## config.mk

```make
export PLATFORM = sky130hd
export DESIGN_NAME = mem_port_arbiter
export DESIGN_NICKNAME = d
export VERILOG_FILES = /design/src/rtl/mem_port_arbiter_pkg.sv /design/src/rtl/mem_port_arbiter_burst_counter.sv /design/src/rtl/mem_port_arbiter.sv
export SDC_FILE = /design/constraint.sdc
export NUM_CORES = 1
export LEC_CHECK = 0
export ABC_AREA = 1
export BUFFER_PORTS_ARGS = -buffer_cell sky130_fd_sc_hd__buf_2
export CORE_AREA = 5 5 103 105
export CTS_CLUSTER_DIAMETER = 60
export DETAILED_ROUTE_END_ITERATION = 8
export DIE_AREA = 0 0 108 110
export PLACE_DENSITY = 0.75
export SLEW_MARGIN = 20
export SYNTH_ARGS = -nofsm -noshare
export SYNTH_HDL_FRONTEND = slang
export SYNTH_HIERARCHICAL = 1
export SYNTH_SLANG_ARGS = --single-unit
```

## constraint.sdc

```tcl
create_clock -name CPU_CLK -period 3.6 [get_ports CPU_CLK]
set_clock_uncertainty 0.05 [all_clocks]
set_input_delay 0.18 -clock CPU_CLK [delete_from_list [all_inputs] [get_ports CPU_CLK]]
set_output_delay 0.18 -clock CPU_CLK [all_outputs]
set_load 0.05 [all_outputs]
```

## src/rtl/mem_port_arbiter_pkg.sv

```systemverilog
// Shared encodings for the memory-port arbiter: FSM states and requester IDs.
package mem_port_arbiter_pkg;

    typedef enum logic [1:0] {
        IDLE    = 2'd0,
        BURST_I = 2'd1,
        BURST_D = 2'd2,
        DONE    = 2'd3
    } arb_state_e;

    localparam logic REQ_I = 1'b0;
    localparam logic REQ_D = 1'b1;

endpackage

```

## src/rtl/mem_port_arbiter_burst_counter.sv

```systemverilog
// Issue/return beat counters for one cache-line burst on the memory port.
module mem_port_arbiter_burst_counter #(
    parameter int unsigned LINE_WORDS = 8
) (
    input  logic                         clk_i,
    input  logic                         rst_ni,
    input  logic                         clear_i,
    input  logic                         inc_issue_i,
    input  logic                         inc_return_i,
    output logic [$clog2(LINE_WORDS):0]  issue_cnt_o,
    output logic                         issue_full_o,
    output logic                         last_beat_o
);
    localparam int unsigned CNT_W = $clog2(LINE_WORDS) + 1;

    logic [CNT_W-1:0] issue_cnt_q;
    logic [CNT_W-1:0] return_cnt_q;

    always_ff @(posedge clk_i or negedge rst_ni) begin
        if (!rst_ni) begin
            issue_cnt_q  <= '0;
            return_cnt_q <= '0;
        end else if (clear_i) begin
            issue_cnt_q  <= '0;
            return_cnt_q <= '0;
        end else begin
            if (inc_issue_i) begin
                issue_cnt_q <= issue_cnt_q + CNT_W'(1);
            end
            if (inc_return_i) begin
                return_cnt_q <= return_cnt_q + CNT_W'(1);
            end
        end
    end

    assign issue_cnt_o  = issue_cnt_q;
    assign issue_full_o = (issue_cnt_q == CNT_W'(LINE_WORDS));
    // Final beat is the one being counted right now, so done fires in the same cycle.
    assign last_beat_o  = inc_return_i && (return_cnt_q == CNT_W'(LINE_WORDS - 1));

endmodule

```

## src/rtl/mem_port_arbiter.sv

```systemverilog
// Round-robin arbiter sharing the main-memory port between ICache and DCache line bursts.
module mem_port_arbiter
    import mem_port_arbiter_pkg::*;
#(
    parameter int unsigned LINE_WORDS = 8,
    parameter int unsigned ADDR_WIDTH = 32
) (
    input  logic                  CPU_CLK,
    input  logic                  CPU_RST_N,
    input  logic                  i_req,
    input  logic [ADDR_WIDTH-1:0] i_addr,
    output logic                  i_gnt,
    output logic                  i_rvalid,
    output logic [31:0]           i_rdata,
    output logic                  i_done,
    input  logic                  d_req,
    input  logic                  d_we,
    input  logic [ADDR_WIDTH-1:0] d_addr,
    input  logic [31:0]           d_wdata,
    output logic                  d_wready,
    output logic                  d_gnt,
    output logic                  d_rvalid,
    output logic [31:0]           d_rdata,
    output logic                  d_done,
    output logic                  mem_en,
    output logic                  mem_we,
    output logic [ADDR_WIDTH-1:0] mem_addr,
    output logic [31:0]           mem_wdata,
    input  logic                  mem_ready,
    input  logic                  mem_rvalid,
    input  logic [31:0]           mem_rdata
);
    localparam int unsigned OFF_W = $clog2(LINE_WORDS) + 2;
    localparam int unsigned CNT_W = $clog2(LINE_WORDS) + 1;
    localparam logic [ADDR_WIDTH-1:0] LINE_MASK =
        ~((ADDR_WIDTH'(1) << OFF_W) - ADDR_WIDTH'(1));

    arb_state_e            state_q, state_d;
    logic                  rr_q, rr_d;
    logic                  we_q, we_d;
    logic [ADDR_WIDTH-1:0] base_q, base_d;
    logic [ADDR_WIDTH-1:0] sel_addr;
    logic                  winner;

    logic [CNT_W-1:0]      issue_cnt;
    logic                  issue_full, last_beat;
    logic                  burst, accept, inc_return;

    always_ff @(posedge CPU_CLK or negedge CPU_RST_N) begin
        if (!CPU_RST_N) begin
            state_q <= IDLE;
            rr_q    <= REQ_D;
            we_q    <= 1'b0;
            base_q  <= '0;
        end else begin
            state_q <= state_d;
            rr_q    <= rr_d;
            we_q    <= we_d;
            base_q  <= base_d;
        end
    end

    always_comb begin
        state_d  = state_q;
        rr_d     = rr_q;
        we_d     = we_q;
        base_d   = base_q;
        winner   = REQ_I;
        sel_addr = i_addr;
        unique case (state_q)
            IDLE: begin
                if (i_req || d_req) begin
                    if (i_req && d_req) begin
                        winner = rr_q;
                        rr_d   = ~rr_q;
                    end else begin
                        winner = d_req ? REQ_D : REQ_I;
                    end
                    sel_addr = (winner == REQ_D) ? d_addr : i_addr;
                    state_d  = (winner == REQ_D) ? BURST_D : BURST_I;
                    we_d     = (winner == REQ_D) && d_we;
                    base_d   = sel_addr & LINE_MASK;
                end
            end
            BURST_I, BURST_D: begin
                if (last_beat) begin
                    state_d = DONE;
                end
            end
            DONE: begin
                state_d = IDLE;
            end
            default: begin
                state_d = IDLE;
            end
        endcase
    end

    mem_port_arbiter_burst_counter #(
        .LINE_WORDS (LINE_WORDS)
    ) u_burst_counter (
        .clk_i        (CPU_CLK),
        .rst_ni       (CPU_RST_N),
        .clear_i      (state_q == IDLE),
        .inc_issue_i  (accept),
        .inc_return_i (inc_return),
        .issue_cnt_o  (issue_cnt),
        .issue_full_o (issue_full),
        .last_beat_o  (last_beat)
    );

    assign burst     = (state_q == BURST_I) || (state_q == BURST_D);
    assign i_gnt     = (state_q == BURST_I);
    assign d_gnt     = (state_q == BURST_D);

    assign mem_en    = burst && !issue_full;
    assign accept    = mem_en && mem_ready;
    assign mem_we    = d_gnt && we_q;
    assign mem_addr  = mem_en ? (base_q + (ADDR_WIDTH'(issue_cnt) << 2)) : '0;
    assign mem_wdata = (mem_en && mem_we) ? d_wdata : '0;

    // Writes complete on command acceptance; reads complete on returned data.
    assign inc_return = mem_we ? accept : (burst && mem_rvalid);

    assign i_rvalid  = i_gnt && mem_rvalid;
    assign i_rdata   = i_rvalid ? mem_rdata : '0;
    assign d_rvalid  = d_gnt && !we_q && mem_rvalid;
    assign d_rdata   = d_rvalid ? mem_rdata : '0;
    assign d_wready  = mem_we && accept;

    assign i_done    = i_gnt && last_beat;
    assign d_done    = d_gnt && last_beat;

endmodule

```

======== Word-level counts from Yosys, hierarchy flattened ========
Cells that the tools add are included.
operators by class
  magnitude comparators ................... 0
  shift operators ......................... 0
  $mul .................................... 0
  reduce and logical (&&, ||, !) cells .... 25
  add/sub/neg operators ................... 3
  div/mod/pow operators ................... 0
  bitwise logic cells ..................... 1
  eq/ne operators ......................... 7
  multiplexer cells ....................... 18
operator list
  kind                                                  count
  2-to-1 mux 32 bit                                     5
  adder 32 x 6 -> 32 bit                                1
  2-to-1 mux 4 bit                                      4
  logical AND 1 bit                                     14
  adder 4 x 1 -> 4 bit (second input constant)          2
  2-to-1 mux 2 bit                                      3
  one-hot mux 2 bit (3 select lines)                    1
  2-to-1 mux 1 bit                                      5
  equality test 2 bit (second input constant)           2
  equality test 4 x 3 -> 1 bit (second input constant)  1
  equality test 4 bit (second input constant)           1
  inequality test 2 bit (second input constant)         2
  AND reduction 2 bit                                   2
  nonzero test 2 bit                                    2
  AND reduction 3 bit                                   1
  equality test 2 x 1 -> 1 bit (second input constant)  1
  logical NOT 1 bit                                     2
  logical NOT 2 bit                                     1
  logical OR 1 bit                                      2
  OR reduction 2 bit                                    1
  NOT 1 bit                                             1
storage, ports and cells
  logic and storage cells ................. 60
  memories ................................ 0
  output and inout port bits .............. 137
  memory bits (read-only) ................. 0
  flip-flop bits (word level) ............. 39
  latch bits .............................. 0
  bits in writable memories ............... 0

======== Depth between registers and ports, before layout ========
  depth after elaboration ................. 8
  gate-level depth with buffers ........... 13

======== Cells and area by module ========
The synthesis kept the hierarchy.
modules (own cells, without submodules)
  module                          sequential area each (um2)  cells an instance  times used  area each (um2)
  mem_port_arbiter                777.0                       546                1           3039.2
  mem_port_arbiter_burst_counter  200.2                       51                 1           404.1

======== Worst setup path after synthesis ========
No wires, ideal clock.
  kind .................................... reg2out
  from .................................... register state_q[0]
  to ...................................... output port d_done
  path buffers ............................ 0
  slack ................................... 0.105 ns
  arrival time ............................ 3.265 ns
  stages on the path, launching flop included .. 12
  cell sequence ........................... dfrtp_1 -> inv_1 -> ha_1 -> nand2_1 -> inv_1 -> nand2_1 -> nor2_1 -> a31o_2 -> nand3_1 -> nor2_1 -> nand2_1 -> inv_1
RTL lines
  element                 RTL line                              source
  from (decl)             mem_port_arbiter.sv:38                arb_state_e state_q, state_d;
  from (signal assigned)  mem_port_arbiter.sv:56                state_q <= state_d;
  equality test 2 bit     mem_port_arbiter.sv:114               assign d_gnt = (state_q == BURST_D);
  net d_gnt               mem_port_arbiter.sv:21                output logic d_gnt,
  logical AND 1 bit       mem_port_arbiter.sv:118               assign mem_we = d_gnt && we_q;
  net mem_we              mem_port_arbiter.sv:26                output logic mem_we,
  2-to-1 mux 1 bit        mem_port_arbiter.sv:123               assign inc_return = mem_we ? accept : (burst && mem_rvalid);
  net inc_return          mem_port_arbiter.sv:47                logic burst, accept, inc_return;
  logical AND 1 bit       mem_port_arbiter_burst_counter.sv:39  assign last_beat_o = inc_return_i && (return_cnt_q == CNT_W'(LINE_WORDS - 1));
  net last_beat           mem_port_arbiter.sv:46                logic issue_full, last_beat;
  logical AND 1 bit       mem_port_arbiter.sv:132               assign d_done = d_gnt && last_beat;
  to (decl)               mem_port_arbiter.sv:24                output logic d_done,
The timed path passes the listed nets, and every way through them passes these cells.

======== Worst setup path after layout ========
  from .................................... register state_q[0]
  to ...................................... output port i_done
between the ends
  word-level cells in the longest chain between the ends .. 7
ends and longest elaborated chain
  element                                                              RTL line                                          source
  equality test 2 x 1 -> 1 bit or equality test 2 bit (tied branches)  mem_port_arbiter.sv:112, mem_port_arbiter.sv:114
  logical OR 1 bit                                                     mem_port_arbiter.sv:112                           assign burst = (state_q == BURST_I) || (state_q == BURST_D);
  logical AND 1 bit                                                    mem_port_arbiter.sv:116                           assign mem_en = burst && !issue_full;
  logical AND 1 bit                                                    mem_port_arbiter.sv:117                           assign accept = mem_en && mem_ready;
  2-to-1 mux 1 bit (*)                                                 mem_port_arbiter.sv:123
  net inc_return                                                       mem_port_arbiter.sv:47
  logical AND 1 bit (*)                                                mem_port_arbiter_burst_counter.sv:39
  net last_beat                                                        mem_port_arbiter.sv:46
  logical AND 1 bit (*)                                                mem_port_arbiter.sv:131                           assign i_done = i_gnt && last_beat;
  to (decl)                                                            mem_port_arbiter.sv:15                            output logic i_done,
Mark *: on every way through the listed nets, which the timed path passes. The rest lies on a longest branch.

==> out/metrics.sh <==
START_UTIL_PCT=36.1
CLOCK_PATH_BUFFERS=2
CTS-BUFFERS-INSERTED=5
REG2REGPATHDEPTH=12
POSTCTSRESIZEDCELLS=0
MAX-SLEW-MARGIN-REL_PCT=38.9
POSTCTSSETUPREPAIRBUFS=0
IO_PINS=272
FINAL_STD_CELLS_W_O_FILL=982
REPORT.FINAL.HOLD_VIOL_COUNT=38
DRT_PRE_ANTENNA_ITERS=4
WORSTREG2REGSTART='state_q[0]'
DETAIL_ROUTE.ITER0.VIOLATIONS=222
NUMBER_OF_GLOBAL_ROUTE_VIAS_BEFORE_REPAIR=4143
INITIAL_ANTENNA_VIOLATION_COUNT=7
WORSTSKEWPAIRLATENCY_NS=0.29
H-TREE-DEPTH=2
PORTBUFFERS=259
ROW_COUNT=36
SYNTHESIS.AREA_UM2=3440
POST_SYNTH_INST_COUNT=597
CRIT_SLOWEST_CELL='dfrtp_1'
CP_NUM_BUF_INV=5
WORST-ENDPOINT-ARRIVAL_NS=2.58
SYNTH_AREA_LEADER_CELL='dfrtp_1'
WL_PER_CELL_UM=14.2
CLK_ROOT_BUFFER_CELL='clkbuf_8'
START_KIND='flop'
WORST_HOLD_SLACK_NS=-0.0275
SYNTH-SEQ-CELLS=39
DRT-VIAS-PER-INSTANCE=4.50
RR_ENDPOINT='state_q[0]'
DRC=0
SYNTHTOPCELLSBYAREA='dfrtp_1 (28%), nor2_1 (21%), nand2_1 (12%)'
CRITPATHTOPFAMILY='buffers and inverters'
DIE_H_UM=110
PLACE_HPWL_MM=11.3
FINAL_CRITICAL_PATH_SETUP_SLACK_NS=0.791
GRT_MAX_DEGREE=40
TIMING.CRITICAL_PATH.MODE_CELL='inv_1'
R2R_SLACK_NS=1.01
SYNTH_TO_LAYOUT_AREA_GROWTH_PCT=42.8
CRIT_PATH_MAX_INCR_DELAY_NS=0.38
WORST-SETUP-PATH-TYPE='reg2out'
VIOLATIONS_IN_THE_FINAL_REPORTS='negative hold slack'
FIN_TNS_SETUP_NS=0
WL_MM=13.9
YS_WARN_COUNT=6
VDD.IR_DROP.WORST_mV=0.528
WORST_PIN_SLEW_NS=0.917
CTS_TREE='built'
CTS.SINKS=39
NUMBER_OF_DISTINCT_LIBRARY_CELLS_AFTER_SYNTHESIS=29
DIE_X_UM=108
CORE_UM2=9550
WORSTHOLDPATHTYPE='in2async'
WORST_SETUP_HOLD_PATH_CLK_SLEW_NS=0.08
DRIVE_GT1_SHARE_PCT=34.0
SHARE_OF_THE_CORE_FILLED_WITH_CELLS_IN_THE_FINAL_LAYOUT_PCT=51.5
GR-USAGE-ALL-LAYERS_PCT=21.7
VIAS=4423
FILLCELLCOUNT=1042
FINAL.PERIOD_UTILIZATION_PCT=78.0
SYNTHESIS.AREA_PER_INSTANCE_UM2=5.77
MAX_CAP_VIOLATIONS=0
POST-PLACE-WS_NS=1.05
YOSYSSEQAREASHARE_PCT=28.4
PLACED_CELLS_INCL_TAPS=970
CRIT_FANOUT=33
TOTAL_DIE_AREA_UM2=11900
FINALINSTANCEAREA_UM2=4920
FINAL_SETUP_VIOLATION_COUNT=0
CP.REQUIRED_NS=3.37
DPL-INSTANCE-AREA_UM2=4800
NETS=988
STATIC-LEAKAGE-POWER_uW=0.00314
POWER.DENSITY_CELL_AREA_nW_PER_UM2=899
YOSYSTOPAREACELLSHARE_PCT=27.6
POST_DRT_ANTENNA_NETS=0
FMAX_GHz=0.356
FINAL_MAX_SLEW_VIOL_COUNT=0
GRT_SETUP_UNREPAIRED='no'
MIN_PERIOD_NS=2.81
STATUS='complete, but fails checks'
CELL_BREAKDOWN_OF_THE_CRITICAL_PATH='inv_1, ha_1, inv_1, nor2_4, nand2_1, buf_4, nor2_1, a31o_2, nand3_1, nor2_1, nand2_1, inv_1, buf_2'
WORSTSETUPENDPOINTTYPE='primary output'
CTS_HOLD_BUF=0
OVERFLOW_LEFT_AFTER_GLOBAL_ROUTING=0
GPL.FINAL_WEIGHTED_CONGESTION=0.867
GRT_FIRST_PASS_WIRELENGTH_MM=20.3
==> cells in the mapped netlist (all sizes together) <==
cell,number
a2bb2oi,1
conb,1
o21a,3
and2,1
o22ai,11
nor3,2
a31o,1
nand2,114
a21oi,21
a31oi,16
xor2,1
nand3b,1
dfstp,1
o21ai,26
dfrtp,38
inv,108
nor2,203
buf,18
clkbuf,6
nand3,15
ha,9
==> flip-flops by register name, summed over array words and instances (netlist names) <==
signal                        flops
rr_q                              1
u_burst_counter/return_cnt_q      4
base_q                           27
we_q                              1
state_q                           2
u_burst_counter/issue_cnt_o       4
==> metal layers <==
| layer | share of wire, % | global-route usage (%) |
|---|---|---|
| met1 | 40 | 27.5 |
| met2 | 50 | 36.3 |
| met3 | 8.5 | 5.65 |
| met4 | 1.7 | 7.03 |
| met5 | 0.050 | 0 |
==> final cells by class <==
cell class                 count  area, um^2  area share [%]
multi-input combinational    427        1930            39.2
clock inverter                 1        30.0           0.611
sequential                    39         977            19.9
antenna                        5        12.5           0.254
tap                          133         166            3.38
clock buffer                   6        72.6            1.48
timing repair buffer         263        1330            27.0
inverter                     108         405            8.24
==> cells by family (layout without fill, tap and decap cells) <==
family	after synthesis	in the layout	synth area share (%)
other cells	1	7	0.109
simple gates	336	336	38.9
buf+inv	132	378	15.9
fa+ha+maj	9	9	3.27
compound gates	79	79	13.2
flops	39	39	28.4
xor+xnor	1	1	0.254
==> where the power goes <==
part | internal, uW | total [uW] | switching [uW]
combinational | 764 | 3210 | 2450
clock | 203 | 361 | 157
sequential | 641 | 845 | 204
total | 1610 | 4420 | 2810
==> worst max path at each step <==
stage                     startpoint         end  slack (ns)  depth (start not counted)
after floorplan           state_q[0]      d_done        0.10                         11
after global placement    state_q[0]  state_q[0]        1.12                         12
after detailed placement  state_q[0]  state_q[0]        1.05                         12
after CTS                 state_q[0]      i_done        0.75                         13
after global routing      state_q[0]      i_done        0.56                         13
final                     state_q[0]      i_done        0.79                         13
==> placed cells by master (no fill, tap or decap) <==
cell / synthesis / final
buf_2: 11 / 259
nor2_1: 196 / 196
nand2_1: 111 / 110
inv_1: 105 / 105
dfrtp_1: 38 / 38
o21ai_0: 24 / 24
a21oi_1: 20 / 20
a31oi_1: 16 / 16
nand3_1: 15 / 15
o22ai_1: 11 / 11
ha_1: 9 / 9
diode_2: 0 / 5
nor2_4: 5 / 5
clkbuf_8: 0 / 5
nand2_2: 3 / 4
buf_4: 4 / 4
inv_2: 3 / 3
nor3_1: 2 / 2
o21a_1: 3 / 2
o21ai_1: 2 / 2
conb_1: 1 / 2
nor2_2: 2 / 2
nand3b_1: 1 / 1
and2_1: 1 / 1
a2bb2oi_1: 1 / 1
a31o_2: 1 / 1
a21oi_4: 1 / 1
o21a_2: 0 / 1
xor2_1: 1 / 1
clkbuf_1: 6 / 1
bufinv_16: 0 / 1
dfstp_2: 1 / 1
==> stage by stage <==
| step | hold WS (ns) | total power [uW] |
|---|---|---|
| 2_1_floorplan | -0.166 | 3340 |
| 3_3_place_gp | 0.306 | 4040 |
| 3_5_place_dp | 0.320 | 4070 |
| 4_1_cts | 0.00156 | 4440 |
| 5_1_grt | 0.0449 | 4740 |
| 6_report | -0.0275 | 4420 |
No activity file was read; power rests on OpenSTA's default activity.
